==> src/rtl/wb_buffer.sv <==
`timescale 1ns/1ps
// -----------------------------------------------------------------------------
// wb_buffer
//   Write-back buffer between an image accelerator and a shared memory port.
//   Result words (4 packed pixels) are queued in a small FIFO and written to
//   memory starting at word address WORDS, one word per granted cycle.
//
//   Parameters
//     WIDTH, HEIGHT : image size in pixels (WIDTH a multiple of 4)
//     DEPTH         : FIFO entries (power of 2, >= 4)
//     THRESH        : occupancy at which a memory request is raised in RUN
//
//   Ports
//     clk, rst      : clock, asynchronous active-low reset
//     start         : pulse, begins a frame (accepted in IDLE / DONE)
//     we, di, full  : accelerator push strobe, data word, FIFO-full back-pressure
//     flush         : pulse, last word of the frame has been pushed
//     req, gnt      : memory port request / grant
//     mem_en, mem_we, mem_addr, mem_di : memory write port
//     done          : frame completely written
//     overflow      : sticky, a word arrived beyond the frame size
// -----------------------------------------------------------------------------
module wb_buffer #(
  parameter int WIDTH  = 352,
  parameter int HEIGHT = 288,
  parameter int DEPTH  = 8,
  parameter int THRESH = 4
) (
  input  logic        clk,
  input  logic        rst,
  input  logic        start,
  input  logic        we,
  input  logic [31:0] di,
  output logic        full,
  input  logic        flush,
  output logic        req,
  input  logic        gnt,
  output logic        mem_en,
  output logic        mem_we,
  output logic [15:0] mem_addr,
  output logic [31:0] mem_di,
  output logic        done,
  output logic        overflow
);

  localparam int WORDS = WIDTH / 4 * HEIGHT;
  localparam int AW    = $clog2(DEPTH);
  localparam int CW    = $clog2(DEPTH + 1);

  localparam logic [CW-1:0] DEPTH_C  = CW'(DEPTH);
  localparam logic [CW-1:0] THRESH_C = CW'(THRESH);
  localparam logic [15:0]   WORDS_C  = 16'(WORDS);

  typedef enum logic [1:0] {
    IDLE  = 2'd0,
    RUN   = 2'd1,
    DRAIN = 2'd2,
    DONE  = 2'd3
  } state_t;

  state_t state_q, state_d;

  // FIFO storage: plain write-enabled RAM, no reset needed since the
  // pointers and count define which entries are valid.
  logic [31:0]   fifo_mem [DEPTH];

  logic [AW-1:0] wr_ptr_q, wr_ptr_d;
  logic [AW-1:0] rd_ptr_q, rd_ptr_d;
  logic [CW-1:0] count_q,  count_d;
  logic [15:0]   wcnt_q,   wcnt_d;
  logic          overflow_q, overflow_d;

  logic push;
  logic pop;
  logic clear;
  logic at_limit;

  // ---------------------------------------------------------------------------
  // FSM: state register
  // ---------------------------------------------------------------------------
  always_ff @(posedge clk or negedge rst) begin
    if (!rst) begin
      state_q <= IDLE;
    end else begin
      state_q <= state_d;
    end
  end

  // ---------------------------------------------------------------------------
  // FSM: next state
  // ---------------------------------------------------------------------------
  always_comb begin
    state_d = state_q;
    unique case (state_q)
      IDLE:    if (start)          state_d = RUN;
      RUN:     if (flush)          state_d = DRAIN;
      DRAIN:   if (count_q == '0)  state_d = DONE;
      DONE:    if (start)          state_d = RUN;
      default:                     state_d = IDLE;
    endcase
  end

  // ---------------------------------------------------------------------------
  // FSM: outputs
  // Only registered occupancy drives req, so a word pushed this cycle can
  // never be popped before the following cycle.
  // ---------------------------------------------------------------------------
  always_comb begin
    req  = 1'b0;
    done = 1'b0;
    unique case (state_q)
      RUN:     req  = (count_q >= THRESH_C);
      DRAIN:   req  = (count_q != '0);
      DONE:    done = 1'b1;
      default: ;
    endcase
  end

  // ---------------------------------------------------------------------------
  // Datapath control
  // ---------------------------------------------------------------------------
  always_comb begin
    full     = (count_q == DEPTH_C);
    // full is evaluated on the registered count, so a pop in the same cycle
    // never frees a slot for the concurrent push.
    push     = we && !full && (state_q == RUN);
    pop      = req && gnt;
    clear    = start && ((state_q == IDLE) || (state_q == DONE));
    at_limit = (wcnt_q == WORDS_C);
  end

  // Memory write port: words beyond the frame are popped but not written.
  always_comb begin
    mem_en   = 1'b0;
    mem_we   = 1'b0;
    mem_addr = '0;
    mem_di   = '0;
    if (pop && !at_limit) begin
      mem_en   = 1'b1;
      mem_we   = 1'b1;
      mem_addr = WORDS_C + wcnt_q;
      mem_di   = fifo_mem[rd_ptr_q];
    end
  end

  always_comb begin
    wr_ptr_d   = wr_ptr_q;
    rd_ptr_d   = rd_ptr_q;
    count_d    = count_q;
    wcnt_d     = wcnt_q;
    overflow_d = overflow_q;
    if (clear) begin
      wr_ptr_d   = '0;
      rd_ptr_d   = '0;
      count_d    = '0;
      wcnt_d     = '0;
      overflow_d = 1'b0;
    end else begin
      if (push) begin
        wr_ptr_d = wr_ptr_q + AW'(1);
      end
      if (pop) begin
        rd_ptr_d = rd_ptr_q + AW'(1);
        if (at_limit) begin
          overflow_d = 1'b1;
        end else begin
          wcnt_d = wcnt_q + 16'd1;
        end
      end
      unique case ({push, pop})
        2'b10:   count_d = count_q + CW'(1);
        2'b01:   count_d = count_q - CW'(1);
        default: count_d = count_q;
      endcase
    end
  end

  always_ff @(posedge clk or negedge rst) begin
    if (!rst) begin
      wr_ptr_q   <= '0;
      rd_ptr_q   <= '0;
      count_q    <= '0;
      wcnt_q     <= '0;
      overflow_q <= 1'b0;
    end else begin
      wr_ptr_q   <= wr_ptr_d;
      rd_ptr_q   <= rd_ptr_d;
      count_q    <= count_d;
      wcnt_q     <= wcnt_d;
      overflow_q <= overflow_d;
    end
  end

  always_ff @(posedge clk) begin
    if (push) begin
      fifo_mem[wr_ptr_q] <= di;
    end
  end

  assign overflow = overflow_q;

endmodule

==> config.mk <==
export PLATFORM = sky130hd
export DESIGN_NAME = wb_buffer
export DESIGN_NICKNAME = d
export VERILOG_FILES = /design/src/rtl/wb_buffer.sv
export SDC_FILE = /design/constraint.sdc
export NUM_CORES = 1
export LEC_CHECK = 0
export ABC_AREA = 0
export ABC_CLOCK_PERIOD_IN_PS = 4300
export CORE_MARGIN = 2
export CORE_UTILIZATION = 45
export DETAILED_ROUTE_END_ITERATION = 12
export HOLD_SLACK_MARGIN = 0.03
export PLACE_DENSITY_LB_ADDON = 0.08
export SETUP_SLACK_MARGIN = 0.4
export SLEW_MARGIN = 20
export SYNTH_ARGS = -nofsm -noshare
export SYNTH_HDL_FRONTEND = slang
export SYNTH_SLANG_ARGS = --single-unit
==> constraint.sdc <==
create_clock -name clk -period 4.3 [get_ports clk]
set_clock_uncertainty 0.2 [all_clocks]
set_input_delay 0.86 -clock clk [delete_from_list [all_inputs] [get_ports clk]]
set_output_delay 0.86 -clock clk [all_outputs]
set_load 0.005 [all_outputs]
=== Yosys cells after proc, flatten, opt, wreduce, memory -nomap -nowiden ===
Memories as Yosys holds them, arrays and structs flattened.
Index checks and enable logic that the tools add are counted.

* Memories kept: 1
* RAM bits: 256
* Output and inout port bits: 54
* ROM bits: 0
* Input port bits: 38
* Latch bits: 0
* Word-level logic and storage cells: 67
* Register bits after elaboration: 29

* Order comparisons: 1
* Equal/unequal tests: 11
* Bitwise logic cells: 0
* Divide/modulo/power cells: 0
* Add/sub/neg operators: 6
* Multiplexer cells: 23
* Multipliers: 0
* Shift-type cells: 0
* Reductions and logical operators: 19

{| class="wikitable"
|+ Memories
! memory !! depth !! width !! read ports !! clocked after memory_dff !! write ports !! line !! source
|-
| fifo_mem || 8 || 32 || 1 || 0 || 1 || 65 || <nowiki>logic [31:0] fifo_mem [DEPTH];</nowiki>
|}

{| class="wikitable"
|+ Operator list
! cell !! count
|-
| $mux 16 || 4
|-
| $mux 32 || 1
|-
| $add 15x16->16 const A || 1
|-
| $add 16x1->16 const B || 1
|-
| $eq 16x15->1 const B || 1
|-
| $mux 3 || 4
|-
| $pmux 4 s2 || 1
|-
| $mux 1 || 7
|-
| $add 3x1->3 const B || 2
|-
| $eq 2x2->1 const B || 3
|-
| $mux 2 || 3
|-
| $ne 2x2->1 const B || 3
|-
| $pmux 2 s3 || 1
|-
| $reduce_bool 2->1 || 3
|-
| $logic_and 1x1->1 || 5
|-
| $add 4x1->4 const B || 1
|-
| $eq 2x1->1 const B || 2
|-
| $eq 4x4->1 const B || 1
|-
| $ge 4x3->1 const B || 1
|-
| $logic_not 4->1 || 1
|-
| $mux 4 || 1
|-
| $reduce_and 2->1 || 2
|-
| $reduce_bool 4->1 || 1
|-
| $sub 4x1->4 const B || 1
|-
| other kinds (8) || 9
|}

=== Logic depth before layout (Yosys ltp) ===
* Depth after elaboration: 7
* Mapped depth: 11
* Depth with buffers taken out: 10

=== Worst setup path before layout ===
OpenSTA, ideal clock, no wires.

* Path kind: in2reg
* Start point: input we
* End point: memory fifo_mem[0][0] (enable)
* Setup slack: -0.473 ns
* Data required time: 3.599 ns
* Arrival: 4.072 ns
* Cell stages on the path: 2
* Setup time: 0.501 ns
* Cells stage by stage: nand3_1 > nor4_1

* Word-level cells in the longest chain between the ends: 4

{| class="wikitable"
|+ RTL lines
! item !! line !! source
|-
| start: declaration || 32 || <nowiki>input logic we,</nowiki>
|-
| $logic_and 1x1->1 (2 in a row) || 126 || <nowiki>push = we && !full && (state_q == RUN);</nowiki>
|-
| $mux 1 || 195 || <nowiki>if (push) begin</nowiki>
|-
| $mux 1 (not written as such) || 196 || <nowiki>fifo_mem[wr_ptr_q] <= di;</nowiki>
|-
| end: declaration || 65 ||
|}

Every way passes these cells.

=== Worst setup path after layout ===
* Start point: register state_q[0]
* End point: output mem_addr[6]

* Word-level cells in the longest chain between the ends: 5

{| class="wikitable"
|+ RTL lines
! item !! line !! source
|-
| start: declaration || 61 || <nowiki>state_t state_q, state_d;</nowiki>
|-
| start signal: assignment || 85 || <nowiki>state_q <= state_d;</nowiki>
|-
| $eq 2x2->1 or $eq 2x1->1 (tied branches) || 111 || <nowiki>unique case (state_q)</nowiki>
|-
| $pmux 1 s2 (*) || 111 ||
|-
| $logic_and 1x1->1 (*) || 127 || <nowiki>pop = req && gnt;</nowiki>
|-
| $logic_and 1x1->1 (*) || 138 || <nowiki>if (pop && !at_limit) begin</nowiki>
|-
| $mux 16 (*) || 138 ||
|-
| end: declaration || 40 || <nowiki>output logic [15:0] mem_addr,</nowiki>
|}

Mark *: on every way between the ends. The rest lies on a longest branch, timed or not.

==> impl_metrics.tcl <==
set metrics [dict create \
    synthCells 642 \
    leakage_uw 0.00461 \
    period_minus_slack_ns 3.80 \
    setup_viol 0 \
    synth-edff-count 256 \
    avgSynthCellArea_um2 18.3 \
    num_rows 59 \
    synth-simple-area-share_pct 5.93 \
    cts_tree "done" \
    rsz0062_at_grt "yes" \
    synth_top_area_share_pct 65.6 \
    post_layout_nonfiller_instances 1112 \
    grt_pass1_vias 6363 \
    synth.area.mux_share_pct 16.1 \
    synth_area_mm2 0.0117 \
    synthArstFlopShare_pct 10.2 \
    synth-seq-cells 285 \
    synth.net_count 692 \
    critical_path_arrival_ns 2.74 \
    final_core_util_pct 54.8 \
    min_path_type "flip-flop to flip-flop" \
    fp.dieW_um 165 \
    critPathLaunchType "flip-flop" \
    vias 6028 \
    cp.required_ns 3.24 \
    routed_wl_um 23600 \
    grt_max_degree 44 \
    ys_types 53 \
    synth_top_family_by_area "multiplexers" \
    fill_cells 2042 \
    via_per_inst 5.42 \
    hold_path_end "overflow" \
    tightest_slew_ns 0.772 \
    final-max-slew-violation-count 0 \
    drt_first_pass_iters 4 \
    whs_ns 0.301 \
    relSlewSlack_pct 48.4 \
    synth_xor_area_share_pct 0.907 \
    drt.antenna.violating_nets 0 \
    overflow 0 \
    cap_viol_max_count 0 \
    clk_pin_slew_ns 0.06 \
    antenna_found_initial 0 \
    finalNetCount 804 \
    pwr_density_cell_mw_per_mm2 500 \
    r2r_cells 9 \
    cts_made_buffers 30 \
    portBuffers 91 \
    die_height_um 165 \
    final_area_mm2 0.0142 \
    hp-start "overflow" \
    drive_gt1_share_pct 20.7 \
    n_antenna_cell 0 \
    drc 0 \
    detail_route.iter0.violations 420 \
    grt_pass1_wl_um 36600 \
    wl_per_cell_um 21.3 \
    cts_sinks 285 \
    crit-reg2reg-launch "count_q[0]" \
    ir_drop_uv 402 \
    placed_cell_area_mm2 0.0132 \
    io_pins 92 \
    grtUsageTotal_pct 17.9 \
    min_path_cells 2 \
    cts-root-buf "clkbuf_16" \
    synth_compound_area_share_pct 2.27 \
    cp_max_fo 15 \
    dieArea_mm2 0.0274 \
    critPathKind "flip-flop to output port" \
    routabilityCongestion 0.751 \
    place_inst 1056 \
    hold_violations 0 \
    outcome "completed" \
    yosysWarnings 0 \
    endpoint_kind "output port" \
    h-tree-depth 1 \
    ys.flop_type "edfxtp_1" \
    fmax_mhz 263 \
    clockBufferDepth 3 \
    synthAdderAreaFrac_pct 1.34 \
    core_mm2 0.0258 \
    area_growth_pct 20.9 \
    hpwl_um 13400 \
    start_util_pct 45.4 \
    clk_latency_ns 0.55 \
    ys_top_cells_by_area "edfxtp_1 (66%), mux4_2 (12%), dfrtp_1 (6.2%)" \
    ys_seq_area_share_pct 71.8 \
    worstReg2RegEnd "count_q[3]" \
    rrSetupSlack_ns 1.27 \
    synth.largest_area_cell "edfxtp_1" \
    tns_ns 0 \
    period_share_pct 88.3 \
]
==> layout by cell type, fill, tap and decap left out, types with 2 or more instances in the layout <==
cell type        instances
nor4b_2                  2
mux4_2                  64
buf_4                   13
a31o_2                   2
clkinv_4                 2
dfrtp_1                 26
nand2b_1                 7
clkinvlp_4               2
mux2i_1                 45
inv_1                   12
buf_12                   8
a21oi_1                 12
nand4_1                  7
a31oi_1                  2
dfrtp_4                  2
nor2_4                   3
a21o_1                   3
o211a_1                  2
nor2_1                  51
o21a_1                   3
o21ai_0                  6
clkbuf_16               31
and2_1                   4
edfxtp_1               256
clkinv_1                 3
ha_1                    11
nand3_1                 10
clkinv_2                 9
clkbuf_1                 5
or4_1                    2
xnor2_1                  4
clkdlybuf4s50_1         91
nor3_2                   3
nor3_1                   4
nor4_1                   4
o31ai_1                  2
and3_1                   2
xor2_1                   5
nand2_1                 27
==> registers in the layout, indices dropped and copies added (netlist names) <==
signal,flops
state_q,2
count_q,4
wr_ptr_q,3
fifo_mem,256
overflow,1
wcnt_q,16
rd_ptr_q,3
==> critical path: stages, from the launching register on <==
cell and delay [ns]:
dfrtp_1 0.35, inv_1 0.05, ha_1 0.33, o21ba_2 0.29, o211a_1 0.19, buf_4 0.24
and2_1 0.22, clkdlybuf4s50_1 0.52
==> cell type report <==
cell class | count | area (um^2) | area share, %
clock buffers | 36 | 795 | 5.61
inverters | 12 | 45.0 | 0.318
well taps | 335 | 419 | 2.96
flip-flops and latches | 285 | 8420 | 59.4
multi-input cells | 312 | 3200 | 22.6
repair buffers | 113 | 1180 | 8.33
clock inverters | 19 | 114 | 0.803
==> kinds of logic after synthesis <==
| kind of cell | after synthesis |
|---|---|
| DFF | 285 |
| and+or+nand+nor | 142 |
| muxes | 109 |
| buffers and inverters | 45 |
| AOI/OAI and AO/OA | 39 |
| adders and majority gates | 12 |
| xor gates and xnor gates | 10 |
==> where the power goes <==
| group | internal, uW | leakage [uW] | switching, uW |
|---|---|---|---|
| clock | 1320 | 0.000447 | 1030 |
| combinational | 708 | 0.00147 | 714 |
| sequential | 3220 | 0.00270 | 95.7 |
==> per-layer routing <==
metal  share of wire, %  vias up  global-route usage (%)
li1                   -     2778                       -
met1                 44     3085                    24.4
met2                 50      138                    30.2
met3                4.7       27                    3.27
met4                1.5        0                    3.84
met5                  0        -                       0
==> Yosys cell counts (all sizes together), types with 2 or more instances <==
library cell and count:
a21o 3, a21oi 12, a31o 2, a31oi 2, and2 6, and3 3
buf 22, clkbuf 11, dfrtp 29, edfxtp 256, ha 11, inv 12
mux2i 45, mux4 64, nand2 28, nand2b 7, nand3 10, nand4 8
nor2 55, nor3 8, nor4 5, nor4b 2, o211a 2, o21a 3
o21ai 6, o31ai 2, or3 2, or4 4, xnor2 5, xor2 5
==> timing repair <==
action,4_1_cts,5_1_grt
endpoints found under the setup margin,45,45
cloned,0,0
hold buffers,0,0
setup buffers,1,0
gates resized for setup,3,4
==> how the worst max path moves through the flow <==
stage / startpoint / endpoint / slack, ns / cells past startpoint
after detailed placement: gnt / mem_addr[0] / 0.51 / 6
after CTS: wcnt_q[1] / mem_di[22] / 0.44 / 8
after global routing: state_q[0] / mem_di[20] / 0.39 / 8
after floorplan: we / fifo_mem[4][0] / 0.36 / 2
after global placement: gnt / mem_addr[0] / 0.56 / 6
final: state_q[0] / mem_addr[6] / 0.50 / 7
==> through the flow <==
stage | total power, uW | worst slack (ns)
after floorplan | 4340 | 0.356
after global placement | 4790 | 0.559
after detailed placement | 4820 | 0.505
after CTS | 7200 | 0.438
after global routing | 7430 | 0.391
final | 7090 | 0.505
(Power assumes the default switching activity.)
==> patch: new RTL, same flow settings <==
The 4 states of `state_t` get a one-hot encoding in 4 bits.
--- a/src/rtl/wb_buffer.sv
+++ b/src/rtl/wb_buffer.sv
@@ -52,9 +52,9 @@
   localparam logic [15:0]   WORDS_C  = 16'(WORDS);
 
-  typedef enum logic [1:0] {
-    IDLE  = 2'd0,
-    RUN   = 2'd1,
-    DRAIN = 2'd2,
-    DONE  = 2'd3
+  typedef enum logic [3:0] {
+    IDLE  = 4'b0001,
+    RUN   = 4'b0010,
+    DRAIN = 4'b0100,
+    DONE  = 4'b1000
   } state_t;
 
Function: same outputs for any inputs over 4 cycles, from zero or initial values and one cycle with rst low; so few cycles prove little.
==> patch against the original RTL <==
Wire length up 6.4%. Non-clock buffer count up 51. Setup slack worse by 0.28 ns. Count of clock-buffer cells in the layout up 2. Cell area up 3.5%. Sequential cell count up 2. Synthesized area about the same.
Power is not compared: it rests on default switching activity, and its combinational part moved more than twofold at a synthesized area within 25%.
==> patch: results (changes against the original RTL) <==
* Outcome: finished, final reports clean
* Peak supply drop at roughly 0.31 mV
* Dpl hpwl at 13700 um (+2.1%)
* Total CTS buffers at 30 (unchanged)
* Clock sink total at 287 (+0.70%)
* CP peak stage delay at 0.57 ns (+0.05 ns)
* Largest net degree at the start of global routing at 33 (-25%)
* Crit-path max FO at 5 (-10)
* Global-route wire length before repair at 37400 um (+2.3%)
* CTS Root Cell: clkbuf_16
* Initial antenna violation count at 0 (unchanged)
* Initial DRC count at 416 (-0.95%)
* Input/output buffers at 91 (unchanged)
* Clock transition at the registers of the reported paths at 0.06 ns (about the same)
* H-tree Lvls at 1 (unchanged)
* Crit path DAT at 3.02 ns (+0.28 ns)
* Slowest CP cell: or4_4
* Hold path cells at 1 (-1)
* Final wirelength at 25200 um (+6.4%)
* GRT Util Overall at 18.3% (+0.41 points)
* Post-CTS Resized at 24 (+21)
* Layout cell share with drive strength beyond 1 at 31.0% (+10 points)
* Sequential share of power at between 50% and 60%
* Post-CTS setup repair buffer count at 25 (+24)
* Post-synthesis compound-gate area fraction at 1.47% (-0.80 points)
* Post-DP Area at 0.0132 mm2 (-0.26%)
* Worst slack at placement at 0.521 ns (+0.0157 ns)
* Nets at 852 (+6.0%)
* EDFF count, synth at 256 (unchanged)
* Hold Slack at 0.313 ns (+0.0112 ns)
* RR Startpoint: count_q[1]
* Top post-synthesis cells by area: edfxtp_1 (66%), mux4_2 (12%), dfrtp_1 (6.4%)
* Via/cell ratio at 5.47 (+0.93%)
* Via count of the first global-routing pass at 6580 (+3.4%)
* Delay-heaviest family, CP: simple AND/OR/NAND/NOR gates
* Biggest registers after layout: fifo_mem x256, wcnt_q x16
* CP startpoint: wcnt_q[0]
* Sequential area share after synthesis at 72.1% (+0.38 points)
* R2R cell count at 11 (+2)
* Synth Area in XOR/XNOR at 1.63% (+0.72 points)
* Worst slew pin tran at 0.684 ns (-0.0877 ns)
* Synth cell count leaders: edfxtp_1 (256), nor2_1 (74), mux4_2 (64)
* RePlAce Congestion at 0.819 (+9.0%)
* Mapped Nets at 691 (-0.14%)
* Synth Area in Adders at 1.02% (-0.32 points)
* Post-synth cell types at 50 (-5.7%)
* Drt first pass iters at 5 (+1)
* Comb pwr share at under 10%
* Async SR Flop Fraction at 10.8% (+0.63 points)
* Post-synthesis mux area share at 15.6% (-0.53 points)
* R2R setup slack at 1.13 ns (-0.14 ns)
## patch: cell types whose count changed in the layout (fill, tap and decap cells not counted), sizes merged, moves of 4 or more
cell / before / now
buf: 22 / 83
clkdlybuf4s50: 91 / 45
clkbuf: 36 / 64
nor2: 55 / 74
dlymetal6s2s: 0 / 10
mux2i: 45 / 39
xnor2: 5 / 11
xor2: 5 / 10
a21oi: 12 / 8
inv: 14 / 10
nor4: 5 / 1
o21ai: 6 / 2
## patch: worst max path at each step
| stage | to | slack [ns] | depth (start not counted) |
|---|---|---|---|
| 3_5_place_dp | mem_addr[2] | 0.52 | 8 |
| 2_1_floorplan | fifo_mem[4][0] | 0.29 | 4 |
| 6_report | mem_di[23] | 0.22 | 11 |
| 3_3_place_gp | mem_addr[2] | 0.60 | 8 |
| 4_1_cts | mem_di[30] | 0.17 | 8 |
| 5_1_grt | mem_di[23] | 0.16 | 11 |
## patch: final cells by class
type,count,area (um2)
multi-input cells,312,3180
fillers,2004,11200
repair buffers,164,1560
clock buffers,38,832
well taps,335,419
clock inverters,17,160
flip-flops and latches,287,8470
inverters,10,42.5
## patch: metal layers
layer / share of wire, % / vias to the layer above / GRT usage (%)
li1: - / 2852 / -
met1: 43 / 3320 / 25.1
met2: 51 / 154 / 31.5
met3: 4.9 / 37 / 2.60
met4: 1.6 / 0 / 3.72
met5: 0 / - / 0
## patch: cell families (layout without fill, tap and decap cells)
kind of cell    Yosys count  after routing
xor+xnor                 21             21
fa+ha+maj                 9              9
mux                     103            103
compound gates           25             25
flops                   287            287
simple gates            154            154
buf+inv                  45            229
## patch: stage by stage
stage,total power (uW),util (%),instances
after detailed placement,3560,51.0,1057
after global placement,3540,51.0,1057
after global routing,6270,56.8,1163
after floorplan,3400,-,644
after CTS,6110,55.8,1138
final,6070,56.8,1163
